`config.mk`:
```
export PLATFORM = sky130hd
export DESIGN_NAME = issue_rat_redeem_queue
export DESIGN_NICKNAME = d
export VERILOG_FILES = /design/src/rtl/issue_rat_redeem_queue.sv
export SDC_FILE = /design/constraint.sdc
export NUM_CORES = 1
export LEC_CHECK = 0
export ABC_CLOCK_PERIOD_IN_PS = 6600
export BUFFER_PORTS_ARGS = -buffer_cell sky130_fd_sc_hd__buf_4
export CORE_ASPECT_RATIO = 1.5
export CORE_MARGIN = 5
export CORE_UTILIZATION = 50
export DETAILED_ROUTE_END_ITERATION = 8
export PLACE_DENSITY_LB_ADDON = 0.05
export SLEW_MARGIN = 20
export SYNTH_ARGS = -nofsm -noshare
export SYNTH_HDL_FRONTEND = slang
export SYNTH_SLANG_ARGS = --single-unit
```
`constraint.sdc`:
```
create_clock -name clk -period 6.6 [get_ports clk]
set_input_delay 0 -clock clk [delete_from_list [all_inputs] [get_ports clk]]
set_output_delay 0 -clock clk [all_outputs]
set_load 0.01 [all_outputs]
```
`src/rtl/issue_rat_redeem_queue.sv`:
```
// Retire-side buffer that returns released PRFs to the RAT free list in order, accepting up to two per cycle and draining one.
// Latency: push to o_redeemed_valid is 1 cycle. Backpressure: o_retire_ready deasserts from registered occupancy when fewer than two slots remain.
module issue_rat_redeem_queue #(
    parameter int DEPTH = 8
) (
    input  logic                     clk,
    input  logic                     reset,
    input  logic [5:0]               i_retire0_prf,
    input  logic                     i_retire0_valid,
    input  logic [5:0]               i_retire1_prf,
    input  logic                     i_retire1_valid,
    output logic                     o_retire_ready,
    output logic [5:0]               o_redeemed_prf,
    output logic                     o_redeemed_valid,
    input  logic                     i_redeemed_ready,
    output logic [$clog2(DEPTH):0]   o_pending_count
);

    localparam int AW = $clog2(DEPTH);
    localparam int CW = AW + 1;

    logic [5:0]    mem_q [DEPTH];
    logic [5:0]    mem_d [DEPTH];
    logic [AW-1:0] head_q, head_d;
    logic [AW-1:0] tail_q, tail_d;
    logic [CW-1:0] count_q, count_d;

    logic          push0;
    logic          push1;
    logic          pop;
    logic [AW-1:0] wr_idx1;

    // Ready looks only at registered occupancy so the free-list handshake
    // never feeds back into the retire stage combinationally.
    assign o_retire_ready   = (count_q <= CW'(DEPTH - 2));
    assign o_redeemed_valid = (count_q != '0);
    assign o_redeemed_prf   = mem_q[head_q];
    assign o_pending_count  = count_q;

    always_comb begin
        mem_d   = mem_q;
        head_d  = head_q;
        tail_d  = tail_q;
        count_d = count_q;
        push0   = o_retire_ready && i_retire0_valid && (i_retire0_prf != 6'd0);
        push1   = o_retire_ready && i_retire1_valid && (i_retire1_prf != 6'd0);
        pop     = o_redeemed_valid && i_redeemed_ready;
        // A dropped zero-register lane 0 lets lane 1 compact into the tail slot.
        wr_idx1 = push0 ? (tail_q + AW'(1)) : tail_q;

        if (push0) begin
            mem_d[tail_q] = i_retire0_prf;
        end
        if (push1) begin
            mem_d[wr_idx1] = i_retire1_prf;
        end

        tail_d  = tail_q + AW'(push0) + AW'(push1);
        head_d  = head_q + AW'(pop);
        count_d = count_q + CW'(push0) + CW'(push1) - CW'(pop);
    end

    always_ff @(posedge clk) begin
        if (!reset) begin
            head_q  <= '0;
            tail_q  <= '0;
            count_q <= '0;
        end else begin
            head_q  <= head_d;
            tail_q  <= tail_d;
            count_q <= count_d;
        end
    end

    always_ff @(posedge clk) begin
        mem_q <= mem_d;
    end

endmodule
```
==> run_results.csv, run 1 <==
group,metric,value,unit
outcome,status,"complete, no violations",
clock_network,insertion_delay,0.34,ns
detailed_routing,wl_per_cell,21.0,um
critical_path,critical_path_class,"reg2reg",
synth,avgSynthCellArea,12.7,um^2
global_route,first_global_vias,2386,
detailed_routing,ant_nets,0,
clock_network,cts-htree-levels,3,
timing,fin_ws,3.73,ns
global_route,grt_max_degree,18,
synth,syn_nets,293,
timing,finalCritPeriodShare,43.5,%
cells_and_area,multiInputGateArea,0.00211,mm^2
detailed_routing,drc,0,
critical_path,path_max_fanout,11,
detailed_routing,dr_total_vias,2224,
detailed_routing,drt-total-wl,8000,um
hold_path,hp-class,"in2reg",
synth,synth-main-ff-cell,"dfxtp_1",
timing,hold_violations,0,
synth,synth_top_family_by_area,"multiplexers",
synth,ys_warn_count,0,
critical_path,end_kind,"flop",
synth,muxShareOfSynthArea,42.3,%
synth,synth_compound_area_share,6.68,%
cells_and_area,final-seq-area,0.00116,mm^2
critical_path,crit_required,6.82,ns
floorplanning,fp.dieArea,0.00847,mm^2
synth,synth-seq-cells,58,
clock_network,cts_inserted_buffers,9,
timing,fmax,348,MHz
synth,syn_inst,264,
detailed_routing,firstDrtPassIters,4,
global_route,grt_pass1_wl,12900,um
synth,synthArstFlopShare,0,%
timing,setup_viol,0,
global_route,grt.total_usage,20.5,%
timing,maxSlewViolCount,0,
synth,synth_edf_count,0,
timing,tns,0,ns
clock_network,clkTransAtPathRegs,0.07,ns
power,power.leakage,1.52,nW
critical_path,start_kind,"flop",
placement,place_ws,3.71,ns
timing,clock_skew,0.00496,ns
timing,period_minus_slack,2.87,ns
critical_path,crit_arrival,3.10,ns
synth,synth_xor_area_share,1.57,%
floorplanning,die_width,76.8,um
placement,port-buffer-count,28,
cells_and_area,antenna_cells,0,
timing,maxSlewHeadroom,38.3,%
timing,rsz0062_at_grt,"false",
floorplanning,num_rows,36,
power,pwr_density_cell,450,mW/mm^2
synth,synth_simple_gate_area_share,7.09,%
synth,synthDistinctLibCells,39,
global_route,globalRouteOverflowTotal,0,
clock_network,cts_root_buf,"clkbuf_8",
synth,yosys.area_share.adder,5.15,%
flow_run,drv_cap,0,
cells_and_area,area_growth,14.7,%
synth,synth_top_area_share,34.7,%
clock_network,cts.sinks,58,
clock_network,ctsLongestPathBuffers,2,
floorplanning,start_util,51.3,%
global_route,antenna_found_initial,0,
floorplanning,die_h,110,um
cells_and_area,fillers,558,
synth,yosysSeqAreaShare,34.7,%
detailed_routing,via_per_inst,5.84,
floorplanning,core-area,0.00653,mm^2
placement,place_congestion,0.762,
clock_network,cts_tree,"yes",
cells_and_area,final_nets,329,
synth,syn_area,0.00335,mm^2
placement,dpl.hpwl,5650,um
cells_and_area,most-common-layout-cells,"mux2_2 (99), dfxtp_1 (58), buf_4 (28)",
floorplanning,io_pins,29,
cells_and_area,drive_above_1_share,55.1,%
detailed_routing,drtIter0Drc,91,
cells_and_area,layout_commonest_cell,"mux2_2",
timing,worst_pin_slew,0.918,ns
synth,synth.area.top_cells,"dfxtp_1 (35%), mux2_2 (33%), mux4_2 (8.1%)",
critical_path,rrSetupSlack,3.73,ns
power,irDropWorstVdd,242,uV
synth,synth_top_area_cell,"dfxtp_1",
[cells by family after synthesis]
family	count (synthesis)
adder cells (fa/ha/maj)	12
buffers and inverters	20
AND/OR/NAND/NOR	36
multiplexers	114
flip-flops	58
AO/OA/AOI/OAI	18
XOR/XNOR	6
[sequential cells by signal (all words and copies together) (netlist names)]
name / flops
tail_q: 3
o_pending_count: 4
mem_q: 48
head_q: 3
[Yosys cell counts, types with 2 or more instances]
library cell / number
a211o_1: 3
a211oi_2: 3
a211oi_4: 4
and2_1: 11
buf_1: 5
clkbuf_1: 4
dfxtp_1: 58
fa_1: 3
ha_1: 9
inv_1: 8
mux2_1: 3
mux2_2: 99
mux4_2: 12
nand2b_1: 2
nand3_1: 5
nand3b_1: 2
nor2_1: 3
nor2b_1: 2
o211ai_1: 2
or4_1: 3
xnor2_1: 2
xor2_1: 4
[stage by stage]
step | std cells | hold slack (ns) | power, mW | utilization [%] | cell area [um^2]
global route | 381 | 0.0924 | 1.86 | 58.8 | 3840
global placement | 358 | 0.292 | 1.44 | 55.3 | 3610
finish | 381 | 0.0772 | 1.73 | 58.8 | 3840
floorplan | 264 | 0.122 | 1.25 | - | 3350
CTS | 381 | 0.0676 | 1.75 | 58.8 | 3840
detailed placement | 358 | 0.295 | 1.47 | 55.3 | 3610
[power breakdown]
group / internal (mW) / total, mW / switching, mW
registers: 0.515 / 0.638 / 0.123
logic: 0.499 / 0.818 / 0.319
clock network: 0.133 / 0.274 / 0.141
total: 1.15 / 1.73 / 0.582
[metal layers]
layer	part of all wire [%]	routed length (um)	vias up	global-route usage (%)
met5	0	0	-	0
met4	2.0	161	0	7.50
met3	3.4	273	12	4.96
met2	53	4200	41	36.9
met1	42	3360	1109	23.6
li1	-	-	1062	-
[path summary, 6_finish.rpt]
check | startpoint | depth (start not counted) | to
worst max-delay path | o_pending_count[3] | 8 | mem_q[27]
worst min-delay path | i_retire0_prf[5] | 3 | mem_q[11]
worst max register to register | o_pending_count[3] | 8 | mem_q[27]
worst min register to register | mem_q[11] | 2 | mem_q[11]
[cell type report]
class,instances,area share [%]
clock buffers,10,3.32
clock inverters,6,0.879
repair buffers,35,7.29
inverters,10,1.01
well taps,76,2.47
flip-flops and latches,58,30.2
multi-input cells,186,54.8
[critical path, cell delays in order (launching register included)]
cell and delay [ns]:
dfxtp_1 0.34, inv_1 0.07, ha_1 0.19, nand3_1 0.09, o2111a_1 0.35, clkinv_2 0.24
nor3_1 0.79, mux2_2 0.41, mux2_2 0.26
[repair_timing]
| item | in CTS | in global routing |
|---|---|---|
| buffers inserted | 0 | 0 |
| resized for setup | 0 | 0 |
| hold buffers | 7 | 0 |
| endpoints found under the hold margin | 58 | 0 |
Note: power is estimated with default switching activity, not from simulation.
==> inputs of run 2 (changes only) <==
ABC_CLOCK_PERIOD_IN_PS = 2600   (was 6600)
clock period = 2.6 ns   (was 6.6 ns; I/O delays follow)
==> run 2 against run 1 <==
Effect of this change:
- global-route usage barely moved
- sequential power increased by 140%
- clock power rose to 3.2 times the previous value
- non-clock buffer count rose by 22
- cell area rose by 5.7%
- highest routed layer unchanged
==> run_results.csv, run 2 (synthesis results as in run 1) <==
group,metric,value,unit
cells_and_area,layout_commonest_cell,"mux2_2",
detailed_routing,drc,0,
critical_path,critPathSlowestCell,"fa_1",
critical_path,slowest_delay,0.40,ns
cells_and_area,area_growth,21.2,%
global_route,first_global_vias,2398,
critical_path,crit_chain,"inv_1, ha_1, nand3_1, o2111a_1, clkinv_2, ha_1, fa_1, inv_1, fa_1, and2_1",
floorplanning,start_util,51.3,%
floorplanning,io_pins,29,
power,sequentialPowerShare,33.1,%
detailed_routing,top_layer,"met4",
clock_network,cts_tree,"yes",
detailed_routing,met1Wirelength,3300,um
power,pwr_density_cell,1140,mW/mm^2
timing,period_minus_slack,2.45,ns
cells_and_area,multiInputGateArea,0.00211,mm^2
placement,place_congestion,0.751,
detailed_routing,route.met3.wl,307,um
global_route,grt.total_usage,20.6,%
cells_and_area,top_register,"mem_q",
timing,setup_viol,0,
timing,hold_violations,0,
cells_and_area,drive_above_1_share,58.4,%
cells_and_area,largest_reg_flops,48,
cells_and_area,antenna_cells,0,
power,irDropWorstVdd,633,uV
timing,worst_pin_slew,0.805,ns
timing,tns,0,ns
detailed_routing,drtIter0Drc,122,
global_route,grt_max_degree,18,
timing,clock_skew,0.00789,ns
clock_network,ctsLongestPathBuffers,2,
detailed_routing,dr_wl_met2,4050,um
clock_network,cts_inserted_buffers,9,
flow_run,drv_cap,0,
detailed_routing,dr_total_vias,2276,
critical_path,path_max_fanout,6,
power,p_switching,1.47,mW
global_route,globalRouteOverflowTotal,0,
critical_path,end_kind,"flop",
floorplanning,num_rows,36,
detailed_routing,drt-total-wl,7880,um
detailed_routing,ant_nets,0,
clock_network,cts-htree-levels,3,
global_route,antenna_found_initial,0,
timing,finalCritPeriodShare,94.1,%
critical_path,critical_path_class,"reg2reg",
clock_network,cts_root_buf,"clkbuf_8",
floorplanning,die_h,110,um
timing,maxSlewViolCount,0,
detailed_routing,via_per_inst,5.65,
placement,dpl.hpwl,5740,um
outcome,status,"complete, no violations",
cells_and_area,final_nets,351,
clock_network,post_cts_buffers,0,
cells_and_area,fillers,550,
cells_and_area,final-seq-area,0.00116,mm^2
floorplanning,core-area,0.00653,mm^2
timing,fmax,409,MHz
critical_path,start_kind,"flop",
global_route,grt_pass1_wl,13100,um
clock_network,insertion_delay,0.34,ns
floorplanning,fp.dieArea,0.00847,mm^2
timing,rsz0062_at_grt,"false",
cells_and_area,most-common-layout-cells,"mux2_2 (99), dfxtp_1 (58), buf_4 (50)",
placement,port-buffer-count,28,
power,p_clk_share,19.1,%
clock_network,clkTransAtPathRegs,0.06,ns
timing,maxSlewHeadroom,46.0,%
power,power.leakage,1.66,nW
power,internal-power,3.16,mW
clock_network,cts.sinks,58,
detailed_routing,firstDrtPassIters,4,
power,combPwrFrac,47.8,%
power,p_sw_share,31.7,%
hold_path,hp-class,"in2reg",
detailed_routing,wl_per_cell,19.6,um
power,power,4.63,mW
critical_path,crit_required,2.83,ns
floorplanning,die_width,76.8,um
critical_path,crit_arrival,2.68,ns
[run 2: through the flow]
stage	instance area, um^2	util (%)	std cells	setup slack (ns)	hold WS, ns
6_report	4060	62.2	403	0.152	0.0799
5_1_grt	4060	62.2	403	0.0000819	0.0729
4_1_cts	4060	62.2	403	0.128	0.0577
3_5_place_dp	3780	57.8	380	0.101	0.294
3_3_place_gp	3780	57.8	380	0.114	0.292
2_1_floorplan	3350	-	264	0.0498	0.122
[run 2: layout make-up]
type / instances / share of cell area (%)
well taps: 76 / 2.34
inverters: 10 / 0.955
clock buffers: 12 / 4.07
flip-flops and latches: 58 / 28.6
clock inverters: 4 / 1.20
repair buffers: 57 / 11.0
multi-input cells: 186 / 51.9
[run 2: power groups by stage]
stage / logic (mW) / registers (mW) / clock network (mW)
5_1_grt: 2.45 / 1.58 / 0.960
4_1_cts: 2.25 / 1.53 / 0.911
3_5_place_dp: 2.23 / 1.55 / 0
3_3_place_gp: 2.19 / 1.54 / 0
6_report: 2.21 / 1.53 / 0.885
2_1_floorplan: 1.68 / 1.48 / 0
[run 2: routing by layer]
metal  vias to the layer above  GRT usage [%]
met5                         -              0
met2                        45           35.8
met3                        14           4.88
met1                      1114           24.1
met4                         0           8.63
li1                       1103              -
[run 2: worst max-delay path: cells and delay by family, from the launching register on]
| kind | cells | cell delay (ns) |
|---|---|---|
| adders and majority gates | 4 | 1.27 |
| DFF | 1 | 0.34 |
| buffers and inverters | 3 | 0.26 |
| and+or+nand+nor | 2 | 0.26 |
| AOI/OAI and AO/OA | 1 | 0.22 |
[run 2: final timing paths]
path	to	cells after the start	from	slack, ns
max	o_pending_count[1]	10	o_pending_count[3]	0.15
min	mem_q[11]	3	i_retire0_prf[5]	0.08
max reg2reg	o_pending_count[1]	10	o_pending_count[3]	0.15
min reg2reg	mem_q[9]	2	mem_q[9]	0.58
[run 2: timing repair]
action,in CTS,in global routing
endpoints found under the hold margin,58,0
resized for setup,0,0
hold buffers,7,0
==> inputs of run 3 (changes only) <==
--- a/config.mk
+++ b/config.mk
@@ -8,5 +8,4 @@
 export ABC_CLOCK_PERIOD_IN_PS = 2600
 export BUFFER_PORTS_ARGS = -buffer_cell sky130_fd_sc_hd__buf_4
-export CORE_ASPECT_RATIO = 1.5
 export CORE_MARGIN = 5
 export CORE_UTILIZATION = 50
==> constraint.sdc (replaced) <==
create_clock -name clk -period 2.6 [get_ports clk]
set_input_delay 0 -clock clk [delete_from_list [all_inputs] [get_ports clk]]
set_output_delay 0 -clock clk [all_outputs]
set_load 0.005 [all_outputs]
==> run 3 against run 2 <==
Effect of this change:
- first-iteration DRC count fell by 32%
- count of clock-buffer cells in the layout fell by 1
- die area fell by 0.40%
- non-clock buffer count did not move
- worst hold slack got worse by 0.0062 ns
- critical path depth fell by 3
- highest routed layer unchanged
- clock skew fell by 0.0015 ns
- via count rose by 1.1%
- power rose by 0.12%
- cell area rose by 0.15%
==> run_results.csv, run 3 (synthesis results as in run 1) <==
group,metric,value,unit
cells_and_area,antenna_cells,0,
clock_network,cts_tree,"yes",
cells_and_area,drive_above_1_share,58.1,%
critical_path,crit_arrival,2.76,ns
critical_path,crit_required,2.83,ns
clock_network,cts-htree-levels,3,
cells_and_area,largest_reg_flops,48,
floorplanning,io_pins,29,
flow_run,drv_cap,0,
clock_network,ctsLongestPathBuffers,2,
detailed_routing,dr_total_vias,2302,
timing,worst_pin_slew,0.837,ns
power,irDropWorstVdd,546,uV
timing,fmax,396,MHz
timing,maxSlewHeadroom,43.8,%
clock_network,insertion_delay,0.34,ns
clock_network,cts.sinks,58,
critical_path,end_kind,"flop",
critical_path,path_max_fanout,9,
power,power.leakage,1.65,nW
critical_path,critical_path_class,"in2reg",
outcome,status,"complete, no violations",
floorplanning,start_util,52.2,%
critical_path,critPathSlowestCell,"or4_1",
cells_and_area,fillers,529,
global_route,grt_pass1_wl,13100,um
critical_path,cpMostUsedCell,"buf_4",
cells_and_area,utilization,63.3,%
cells_and_area,layout_commonest_cell,"mux2_2",
timing,period_minus_slack,2.53,ns
floorplanning,die_width,91.9,um
detailed_routing,wl_per_cell,20.0,um
cells_and_area,final_nets,351,
placement,place_congestion,0.835,
cells_and_area,top_register,"mem_q",
clock_network,clkTransAtPathRegs,0.07,ns
hold_path,whs_path_depth,3,
critical_path,crit_chain,"dlygate4sd3_1, buf_4, or4_1, o311ai_4, buf_4, a211o_1, mux2_2",
detailed_routing,via_per_inst,5.70,
global_route,first_global_vias,2381,
detailed_routing,drt-total-wl,8070,um
placement,port-buffer-count,28,
clock_network,post_cts_buffers,0,
floorplanning,die_h,91.9,um
critical_path,rr_worst_depth,8,
floorplanning,num_rows,29,
global_route,antenna_found_initial,0,
floorplanning,fp.dieArea,0.00844,mm^2
cells_and_area,most-common-layout-cells,"mux2_2 (99), dfxtp_1 (58), buf_4 (50)",
critical_path,slowest_delay,0.62,ns
timing,finalCritPeriodShare,97.2,%
critical_path,start_kind,"input pin",
power,pwr_density_cell,1140,mW/mm^2
timing,setup_viol,0,
detailed_routing,ant_nets,0,
detailed_routing,drtIter0Drc,83,
global_route,grt.total_usage,20.8,%
cells_and_area,area_growth,21.4,%
clock_network,cts_root_buf,"clkbuf_8",
detailed_routing,drc,0,
power,power,4.64,mW
global_route,globalRouteOverflowTotal,0,
hold_path,hp-class,"in2reg",
floorplanning,core-area,0.00642,mm^2
detailed_routing,firstDrtPassIters,4,
timing,tns,0,ns
timing,hold_violations,0,
timing,clock_skew,0.00636,ns
global_route,grt_max_degree,18,
placement,dpl.hpwl,5790,um
clock_network,cts_inserted_buffers,9,
timing,rsz0062_at_grt,"false",
timing,maxSlewViolCount,0,
[run 3: cell count changes in the layout (fill, tap and decap cells not counted)]
cell        delta
clkbuf_8       -2
clkbuf_1       +1
clkinv_4       -1
clkinvlp_4     +1
bufinv_16      +1
[run 3: metrics by stage]
step                      setup WS [ns]  std cells  area [um^2]  hold slack, ns
after floorplan                  0.0971        264         3350           0.122
after global placement           0.0822        381         3780           0.278
after detailed placement         0.0776        381         3780           0.284
after CTS                        0.0959        404         4070          0.0623
after global routing             0.0130        404         4070          0.0755
final                            0.0735        404         4070          0.0737
[run 3: repair_timing]
item | CTS | global route
endpoints found under the hold margin | 58 | 0
hold buffers | 7 | 0
gates resized for setup | 0 | 0
[run 3: power breakdown]
group | internal, mW | switching [mW] | leakage, nW
Sequential | 1.31 | 0.236 | 0.483
Combinational | 1.32 | 0.834 | 1.06
Clock | 0.563 | 0.372 | 0.109
Total | 3.19 | 1.44 | 1.65
[run 3: layout make-up]
cell class | count | area [um^2] | share of cell area, %
Tap cell | 77 | 96.3 | 2.37
Clock inverter | 5 | 77.6 | 1.91
Inverter | 10 | 38.8 | 0.954
Sequential cell | 58 | 1160 | 28.6
Multi-Input combinational cell | 186 | 2110 | 51.8
Timing Repair Buffer | 57 | 445 | 11.0
Clock buffer | 11 | 141 | 3.48
[run 3: path summary, 6_finish.rpt]
kind	startpoint	end	slack, ns
max	i_retire1_prf[0]	mem_q[11]	0.07
min	i_retire0_prf[3]	mem_q[9]	0.07
max reg2reg	o_pending_count[3]	mem_q[46]	0.18
min reg2reg	mem_q[9]	mem_q[9]	0.59
[run 3: routing by layer]
| layer | part of all wire [%] | track usage, % | vias up | wire length [um] |
|---|---|---|---|---|
| met3 | 5.2 | 7.36 | 17 | 417 |
| li1 | - | - | 1105 | - |
| met2 | 44 | 30.7 | 48 | 3590 |
| met1 | 47 | 27.5 | 1132 | 3800 |
| met4 | 3.3 | 8.79 | 0 | 269 |
| met5 | 0 | 0 | - | 0 |
[run 3: worst max-delay path, delay by kind of cell]
kind	cells	cell delay, ns
buf+inv	3	1.01
compound gates	2	0.73
simple gates	1	0.62
mux	1	0.39
